`config.mk`:
```
export PLATFORM = sky130hd
export DESIGN_NAME = micro_sequencer
export DESIGN_NICKNAME = d
export VERILOG_FILES = /design/src/rtl/micro_sequencer.sv
export SDC_FILE = /design/constraint.sdc
export NUM_CORES = 1
export LEC_CHECK = 0
export CAP_MARGIN = 30
export CELL_PAD_IN_SITES_DETAIL_PLACEMENT = 1
export CELL_PAD_IN_SITES_GLOBAL_PLACEMENT = 1
export CORE_MARGIN = 2
export CORE_UTILIZATION = 25
export CTS_BUF_LIST = sky130_fd_sc_hd__clkbuf_16
export DETAILED_ROUTE_END_ITERATION = 8
export PLACE_DENSITY_LB_ADDON = 0.1
export SETUP_SLACK_MARGIN = 0.4
export SLEW_MARGIN = 25
export SYNTH_ARGS = -nofsm -noshare
export SYNTH_HDL_FRONTEND = slang
export SYNTH_SLANG_ARGS = --single-unit
```
`constraint.sdc`:
```
create_clock -name clk -period 3.7 [get_ports clk]
set_input_delay 1.11 -clock clk [delete_from_list [all_inputs] [get_ports clk]]
set_output_delay 1.11 -clock clk [all_outputs]
set_load 0.1 [all_outputs]
```
`src/rtl/micro_sequencer.sv`:
```
// micro_sequencer
// ----------------
// Microprogram sequencer for the control-signal decoder stage. It holds the
// micro-PC (upc), addresses an external combinational microcode ROM, and
// keeps an instruction register (IR) loaded from the data bus. The packed
// control word goes straight to the decoder's val_in input. rs, rd and
// opcode come from the IR.
//
// Microword layout: {seq_op[1:0], next[UADDR_W-1:0], ctrl[CW_SZ-1:0]}
//   seq_op 00 NEXT      upc+1 (modulo 2^UADDR_W)
//   seq_op 01 JUMP      next
//   seq_op 10 BRZ       next if flag_z, else upc+1
//   seq_op 11 DISPATCH  {opcode, 2'b00}, using the IR held before the edge
//
// Ports:
//   clk        in   system clock, rising edge
//   reset      in   synchronous active-high reset
//   start      in   level, leaves IDLE
//   stall      in   freezes sequencing for the cycle while in RUN
//   flag_z     in   ALU zero flag, sampled at the decision edge
//   bus_in     in   data bus, captured into the IR
//   uaddr      out  ROM address (equals upc)
//   urom_data  in   microword read from the ROM at uaddr
//   ctrl_word  out  control word to the decoder (0 outside unstalled RUN)
//   rs         out  IR[1:0]
//   rd         out  IR[3:2]
//   opcode     out  IR[OP_W+3:4]
//   halted     out  high in HALT
//   ucycle_cnt out  retired-microword counter (only with USEQ_PERF_CNT_EN)
//
// Optional feature macro: USEQ_PERF_CNT_EN adds the 16-bit saturating
// ucycle_cnt output. With the macro undefined, the port and counter are absent.

module micro_sequencer #(
  parameter int CW_SZ     = 22,
  parameter int UADDR_W   = 6,
  parameter int OP_W      = 4,
  parameter int IR_LD_BIT = 9,
  parameter int HALT_ADDR = 63
) (
  input  logic                      clk,
  input  logic                      reset,
  input  logic                      start,
  input  logic                      stall,
  input  logic                      flag_z,
  input  logic [OP_W+3:0]           bus_in,
  output logic [UADDR_W-1:0]        uaddr,
  input  logic [CW_SZ+UADDR_W+1:0]  urom_data,
  output logic [CW_SZ-1:0]          ctrl_word,
  output logic [1:0]                rs,
  output logic [1:0]                rd,
  output logic [OP_W-1:0]           opcode,
`ifdef USEQ_PERF_CNT_EN
  output logic [15:0]               ucycle_cnt,
`endif
  output logic                      halted
);

  typedef enum logic [1:0] {
    ST_IDLE = 2'b00,
    ST_RUN  = 2'b01,
    ST_HALT = 2'b10
  } state_t;

  localparam logic [1:0] SEQ_NEXT     = 2'b00;
  localparam logic [1:0] SEQ_JUMP     = 2'b01;
  localparam logic [1:0] SEQ_BRZ      = 2'b10;
  localparam logic [1:0] SEQ_DISPATCH = 2'b11;

  localparam logic [UADDR_W-1:0] HALT_UADDR = UADDR_W'(HALT_ADDR);

  state_t              r_state;
  logic [UADDR_W-1:0]  r_upc;
  logic [OP_W+3:0]     r_ir;
  logic                r_halted;

  logic [1:0]          w_seq_op;
  logic [UADDR_W-1:0]  w_next;
  logic [CW_SZ-1:0]    w_ctrl;
  logic [UADDR_W-1:0]  w_upc_inc;
  logic [UADDR_W-1:0]  w_next_upc;
  logic                w_retire;

  assign w_seq_op  = urom_data[CW_SZ+UADDR_W+1 -: 2];
  assign w_next    = urom_data[CW_SZ+UADDR_W-1 -: UADDR_W];
  assign w_ctrl    = urom_data[CW_SZ-1:0];
  assign w_upc_inc = r_upc + {{(UADDR_W-1){1'b0}}, 1'b1};

  // A microword retires on every unstalled RUN cycle.
  assign w_retire  = (r_state == ST_RUN) && !stall;

  // Next micro-address selection. The dispatch target uses the IR as it is
  // before this edge, so an IR load in the same microword does not affect it.
  always_comb begin
    w_next_upc = w_upc_inc;
    case (w_seq_op)
      SEQ_NEXT:     w_next_upc = w_upc_inc;
      SEQ_JUMP:     w_next_upc = w_next;
      SEQ_BRZ:      w_next_upc = flag_z ? w_next : w_upc_inc;
      SEQ_DISPATCH: w_next_upc = UADDR_W'({r_ir[OP_W+3:4], 2'b00});
      default:      w_next_upc = w_upc_inc;
    endcase
  end

  // Sequencer FSM: state, micro-PC, instruction register and halted flag.
  always_ff @(posedge clk) begin
    if (reset) begin
      r_state  <= ST_IDLE;
      r_upc    <= {UADDR_W{1'b0}};
      r_ir     <= {(OP_W+4){1'b0}};
      r_halted <= 1'b0;
    end else begin
      case (r_state)
        ST_IDLE: begin
          // upc is already 0 here, so the first microword is ROM[0].
          if (start) begin
            r_state <= ST_RUN;
          end
        end
        ST_RUN: begin
          if (!stall) begin
            r_upc <= w_next_upc;
            if (w_ctrl[IR_LD_BIT]) begin
              r_ir <= bus_in;
            end
            if (w_next_upc == HALT_UADDR) begin
              r_state  <= ST_HALT;
              r_halted <= 1'b1;
            end
          end
        end
        ST_HALT: begin
          // Only reset leaves HALT.
          r_halted <= 1'b1;
        end
        default: begin
          r_state  <= ST_IDLE;
          r_upc    <= {UADDR_W{1'b0}};
          r_halted <= 1'b0;
        end
      endcase
    end
  end

`ifdef USEQ_PERF_CNT_EN
  logic [15:0] r_ucycle_cnt;

  // Saturating count of retired microwords. It includes the edge that enters HALT.
  always_ff @(posedge clk) begin
    if (reset) begin
      r_ucycle_cnt <= 16'h0000;
    end else if (w_retire && (r_ucycle_cnt != 16'hFFFF)) begin
      r_ucycle_cnt <= r_ucycle_cnt + 16'h0001;
    end else begin
      r_ucycle_cnt <= r_ucycle_cnt;
    end
  end

  assign ucycle_cnt = r_ucycle_cnt;
`endif

  // The control word follows the ROM combinationally. It is blanked when the
  // sequencer is not retiring, so the decoder sees no transfers.
  assign ctrl_word = w_retire ? w_ctrl : {CW_SZ{1'b0}};
  assign uaddr     = r_upc;
  assign rs        = r_ir[1:0];
  assign rd        = r_ir[3:2];
  assign opcode    = r_ir[OP_W+3:4];
  assign halted    = r_halted;

endmodule
```
==> impl_metrics.csv, run 1 <==
group,metric,value,unit
die,die-area,5158,um^2
min_path,hold_end,"r_ir[0]$_SDFFE_PP0P_",
placement,dp_slack,0.2152,ns
synth,syn-num-nets,194,
sta,holdWs,0.4616,ns
finish,layout_common_cells,"clkdlybuf4s50_1 (40), nand2_1 (25), buf_12 (22)",
clocking,cts.path.max_buffers,2,
sta,setup_tns,0,ns
finish,syn_to_final_growth,100.3,%
sta,setup_viol,0,
sta,hold_violations,0,
setup_path,end_kind,"primary output",
die,die_w,71.82,um
sta,slew_violations,0,
detailed_routing,vias,1374,
synth,synth.cell_area,1150,um^2
global_route,first_global_vias,1568,
clocking,cts.reportedPaths.clkPinSlew,0.05,ns
setup_path,critPathTopFamily,"buffers and inverters",
min_path,hold_class,"reg -> reg",
placement,finalWeightedCongestion,0.8094,
die,core,4384,um^2
die,start_util,26.23,%
min_path,worstHoldStart,"r_ir[0]$_SDFFE_PP0P_",
synth,async_flop_share,0,%
detailed_routing,dr.pass1.iters,2,
synth,synthCells,147,
synth,ys_ff_latch,17,
clocking,cts_hold_buffers,0,
setup_path,criticalPathCategory,"in -> out",
sta,slew-limit-headroom,55.36,%
run_status,status,"finished clean",
placement,port_buffers,79,
global_route,grt_start_max_net_pins,18,
setup_path,required,2.59,ns
sta,fin_ws,0.5172,ns
setup_path,critPathSlowestCell,"dlygate4sd2_1",
synth,ys_warn_count,0,
sta,fmax,0.3142,GHz
synth,synth-edff-count,0,
synth,avgSynthCellArea,7.822,um^2
global_route,grt_use_total,17.46,%
clocking,cts_made_buffers,3,
clocking,post-cts-setup-buffers,0,
sta,worst_pin_slew,0.6676,ns
die,row_count,24,
finish,final_common_cell,"clkdlybuf4s50_1",
detailed_routing,ant_nets,0,
finish,fillers,498,
setup_path,cp_cell_sequence,"dlygate4sd2_1, nor2_2, buf_6, and2_1, buf_12",
synth,synth_ff_type,"dfxtp_1",
finish,nNetsFinal,275,
setup_path,cp.arrival,2.07,ns
global_route,antenna_found_initial,0,
clocking,h-tree-depth,1,
detailed_routing,via_per_inst,4.925,
die,die_h,71.82,um
pwr,ir_drop,0.1738,mV
setup_path,r2r_start,"uaddr[0]$_SDFFE_PP0P_",
clocking,tritoncts,"done",
clocking,insertion_delay,0.25,ns
synth,synth_top_area_share,29.60,%
pwr,leakage,0.9356,nW
clocking,clock-root-buffer,"clkbuf_16",
detailed_routing,drc_errors,0,
finish,antennaDiodeCount,0,
synth,synth-seq-area-share,29.60,%
global_route,grt_pass1_wl,7.113,mm
clocking,cts_sinks,17,
sta,rsz0062_at_grt,"false",
detailed_routing,wl_per_cell,15.05,um
sta,fin_crit_sh,86.02,%
pwr,powerDensity,390.4,nW/um^2
synth,synth.area.top_cells,"dfxtp_1 (30%), and2_1 (11%), nand2_1 (8.2%)",
global_route,overflow,0,
finish,drive_above_1_share,31.28,%
setup_path,regToRegSetupSlack,1.55,ns
setup_path,ff2ff_path_depth,7,
setup_path,rr_endpoint,"halted$_SDFFE_PP0P_",
sta,min_period,3.183,ns
sta,finalClockSkew,0.0009249,ns
finish,fin_util,52.54,%
min_path,min_path_cells,2,
die,io_pins,80,
finish,final_cells,279,
placement,place_inst,274,
synth,synth_cell_types,40,
detailed_routing,wl,4.200,mm
setup_path,max_stage_delay,0.28,ns
setup_path,cp-start-kind,"input port",
synth,yosys.area.top_type,"dfxtp_1",
placement,hpwl,3.412,mm
setup_path,worst-path-buf-inv,3,
setup_path,cp_max_fo,11,
flow_run,maxCapViolCount,0,
detailed_routing,drt_iter0_drc,36,
[stage by stage]
stage | area (um^2) | total power, mW
after floorplan | 1175 | 0.5019
after CTS | 2297 | 0.9088
after detailed placement | 2201 | 0.6776
after global placement | 2201 | 0.6687
after global routing | 2303 | 0.9396
final | 2303 | 0.8992
[where the power goes]
group	internal (mW)	switching, mW	leakage, nW
sequential	0.194	0.0102	0.138
combinational	0.174	0.299	0.756
clock	0.144	0.0783	0.0423
[layer usage]
layer | track usage [%] | share of wire (%) | vias up
li1 | - | - | 672
met1 | 18.71 | 39 | 630
met5 | 0 | 0 | -
met4 | 6.918 | 2.0 | 0
met3 | 7.454 | 11 | 7
met2 | 30.25 | 48 | 65
[Yosys cell counts, drive strengths merged (2+ instances only)]
master,number
nor3,3
and2,21
nor2,5
nand2b,2
mux2i,4
a22oi,3
inv,6
nand2,25
o21ai,2
a31oi,2
clkbuf,5
ha,4
o211ai,3
nand4b,4
nor2b,2
nand3,3
a21oi,16
buf,2
dfxtp,17
[registers in the layout, summed over array words and instances (netlist names)]
signal   count
halted       1
r_ir         8
r_state      2
uaddr        6
[worst register-to-register path, delay by kind of cell, from the launching register on]
kind / cells / cell delay, ns
AOI/OAI and AO/OA: 4 / 1.12
adders and majority gates: 1 / 0.25
and+or+nand+nor: 1 / 0.09
DFF: 1 / 0.44
xor gates and xnor gates: 1 / 0.16
[cells by family after synthesis]
| logic type | synth area share (%) |
|---|---|
| compound gates | 19.91 |
| xor+xnor | 1.524 |
| mux | 4.461 |
| flops | 29.60 |
| simple gates | 34.82 |
| buf+inv | 5.331 |
| fa+ha+maj | 4.353 |
[layout make-up]
class / count / area, um^2 / area share (%)
timing repair buffer: 83 / 1012 / 43.94
multi-input combinational: 116 / 779.5 / 33.84
sequential: 17 / 340.3 / 14.77
clock buffer: 3 / 75.07 / 3.259
tap: 52 / 65.06 / 2.825
inverter: 7 / 27.53 / 1.195
clock inverter: 1 / 3.754 / 0.1630
[how the worst max path moves through the flow]
stage / startpoint / endpoint / slack, ns / cells after the start
final: stall / ctrl_word[21] / 0.52 / 5
after global routing: stall / ctrl_word[21] / 0.45 / 5
after global placement: urom_data[29] / halted$_SDFFE_PP0P_ / 0.31 / 7
after CTS: urom_data[29] / halted$_SDFFE_PP0P_ / 0.46 / 7
after detailed placement: urom_data[29] / halted$_SDFFE_PP0P_ / 0.22 / 7
after floorplan: stall / ctrl_word[9] / 0.49 / 3
[what timing repair did]
| item | CTS | global route |
|---|---|---|
| setup endpoints to repair | 22 | 2 |
| endpoints found under the hold margin | 0 | 0 |
| resized for setup | 6 | 2 |
| cloned | 1 | 0 |
| pin swaps | 1 | 0 |
(Power assumes the default switching activity.)
==> inputs of run 2 (changes only) <==
--- a/config.mk
+++ b/config.mk
@@ -12,6 +12,8 @@
 export CORE_UTILIZATION = 25
 export CTS_BUF_LIST = sky130_fd_sc_hd__clkbuf_16
 export DETAILED_ROUTE_END_ITERATION = 8
+export GPL_TIMING_DRIVEN = 0
+export HOLD_SLACK_MARGIN = 0.06
 export PLACE_DENSITY_LB_ADDON = 0.1
 export SETUP_SLACK_MARGIN = 0.4
 export SLEW_MARGIN = 25
==> run 2 against run 1 <==
  * Non-clock buffer count rose by 2
  * Fmax fell by 1.4%
  * Combinational power fell by 1%
  * Utilization fell by 0.11 points
  * First-iteration DRC count rose by 33%
  * Sequential share of layout area barely moved
  * Clock power barely moved
  * Setup slack got worse by 0.046 ns
  * Critical path type unchanged
  * Cell count rose by 0.72%
  * Power fell by 0.58%
  * Largest cell class unchanged
  * Register-to-register slack got worse by 0.04 ns
  * Sequential cell count did not move
==> impl_metrics.csv, run 2 (synthesis gave the netlist of run 1 again) <==
group,metric,value,unit
run_status,status,"finished clean",
flow_run,maxCapViolCount,0,
pwr,leakage,0.8846,nW
sta,slew-limit-headroom,33.76,%
clocking,insertion_delay,0.25,ns
die,die_w,71.82,um
finish,antennaDiodeCount,0,
setup_path,cp_max_fo,10,
setup_path,max_stage_delay,0.29,ns
setup_path,criticalPathCategory,"in -> out",
die,start_util,26.23,%
clocking,h-tree-depth,1,
detailed_routing,wl,4.398,mm
finish,fin_area,2298,um^2
clocking,clock-root-buffer,"clkbuf_16",
sta,rsz0062_at_grt,"false",
finish,largest_register_ffs,8,
setup_path,end_kind,"primary output",
placement,finalWeightedCongestion,0.8145,
clocking,post-cts-setup-buffers,0,
sta,setup_tns,0,ns
die,row_count,24,
placement,port_buffers,78,
detailed_routing,drt_iter0_drc,48,
finish,syn_to_final_growth,99.89,%
clocking,cts_sinks,17,
setup_path,regToRegSetupSlack,1.51,ns
global_route,first_global_vias,1589,
global_route,antenna_found_initial,0,
setup_path,critPathSlowestCell,"dlygate4sd2_1",
clocking,tritoncts,"done",
clocking,cts_resized,199,
sta,slew_violations,0,
detailed_routing,dr.pass1.iters,6,
global_route,overflow,0,
clocking,cts.reportedPaths.clkPinSlew,0.05,ns
setup_path,cp-start-kind,"input port",
detailed_routing,via_per_inst,4.996,
pwr,ir_drop,0.1592,mV
die,die-area,5158,um^2
die,core,4384,um^2
finish,layout_common_cells,"clkdlybuf4s50_1 (55), nand2_1 (24), and2_2 (20)",
global_route,grt_start_max_net_pins,11,
setup_path,worst-path-buf-inv,3,
sta,fin_crit_sh,87.25,%
sta,setup_viol,0,
placement,hpwl,3.444,mm
finish,fin_util,52.43,%
finish,largest_register,"r_ir",
die,io_pins,80,
global_route,busiest_layer,"met2",
clocking,cts.path.max_buffers,2,
detailed_routing,vias,1404,
sta,hold_violations,0,
min_path,hold_class,"reg -> reg",
detailed_routing,ant_nets,0,
finish,nNetsFinal,277,
setup_path,cp_cell_sequence,"dlygate4sd2_1, nor2_4, clkbuf_4, and2_2, buf_8",
finish,final_cells,281,
global_route,grt_use_total,18.26,%
sta,min_period,3.228,ns
global_route,grtUsageMet3,7.736,%
setup_path,cp.arrival,2.12,ns
global_route,grt_pass1_wl,7.355,mm
finish,final_common_cell,"clkdlybuf4s50_1",
global_route,use_met2,34.05,%
detailed_routing,drc_errors,0,
placement,detailed_place.area,2021,um^2
detailed_routing,wl_per_cell,15.65,um
sta,fmax,0.3098,GHz
setup_path,critPathTopFamily,"buffers and inverters",
finish,drive_above_1_share,24.45,%
placement,place_inst,277,
pwr,powerDensity,389.0,nW/um^2
clocking,cts_made_buffers,3,
sta,finalClockSkew,0.002970,ns
die,die_h,71.82,um
global_route,grtUsageMet1,18.21,%
clocking,cts_hold_buffers,0,
sta,worst_pin_slew,0.9904,ns
setup_path,required,2.59,ns
## run 2: final timing paths
kind                         startpoint                    to  cells past startpoint
setup / recovery                  stall          ctrl_word[6]                      5
hold / removal     r_ir[2]$_SDFFE_PP0P_  r_ir[2]$_SDFFE_PP0P_                      2
setup reg to reg  uaddr[0]$_SDFFE_PP0P_   halted$_SDFFE_PP0P_                      7
hold reg to reg    r_ir[2]$_SDFFE_PP0P_  r_ir[2]$_SDFFE_PP0P_                      2
## run 2: routing by layer
metal  vias up  part of all wire, %
met5         -                    0
met4         0                  1.0
met3         5                   11
met2        70                   52
met1       652                   36
li1        677                    -
## run 2: worst register-to-register path, stage by stage, from the launching register on
cell and delay (ns):
dfxtp_1 0.44, ha_1 0.26, nand3_2 0.09, xor2_1 0.17
a221o_1 0.41, o41ai_4 0.38, a21oi_1 0.12, a41o_1 0.21
## run 2: metrics by stage
step / power, mW / hold slack, ns / setup slack [ns]
finish: 0.8940 / 0.4691 / 0.4716
global route: 0.9284 / 0.4969 / 0.4053
CTS: 0.8996 / 0.4690 / 0.4702
detailed placement: 0.6278 / 0.4583 / -0.9265
global placement: 0.6180 / 0.4444 / -0.9029
floorplan: 0.5019 / 0.4965 / 0.4867
## run 2: cell type report
class / instances / area [um^2]
Buffer: 7 / 42.54
Timing Repair Buffer: 78 / 957.2
Inverter: 7 / 31.28
Multi-Input combinational cell: 116 / 783.3
Clock inverter: 1 / 3.754
Sequential cell: 17 / 340.3
Fill cell: 488 / 2086
Clock buffer: 3 / 75.07
Tap cell: 52 / 65.06
## run 2: power by group
group / internal [mW] / switching (mW)
Clock: 0.144 / 0.0780
Combinational: 0.167 / 0.301
Sequential: 0.194 / 0.0101
Total: 0.505 / 0.389
==> inputs of run 3 (changes only) <==
--- a/config.mk
+++ b/config.mk
@@ -13,7 +13,6 @@
 export CTS_BUF_LIST = sky130_fd_sc_hd__clkbuf_16
 export DETAILED_ROUTE_END_ITERATION = 8
 export GPL_TIMING_DRIVEN = 0
-export HOLD_SLACK_MARGIN = 0.06
 export PLACE_DENSITY_LB_ADDON = 0.1
 export SETUP_SLACK_MARGIN = 0.4
 export SLEW_MARGIN = 25
==> results of run 3 <==
No change in the layout: final DEF, timing and power equal those of run 2.
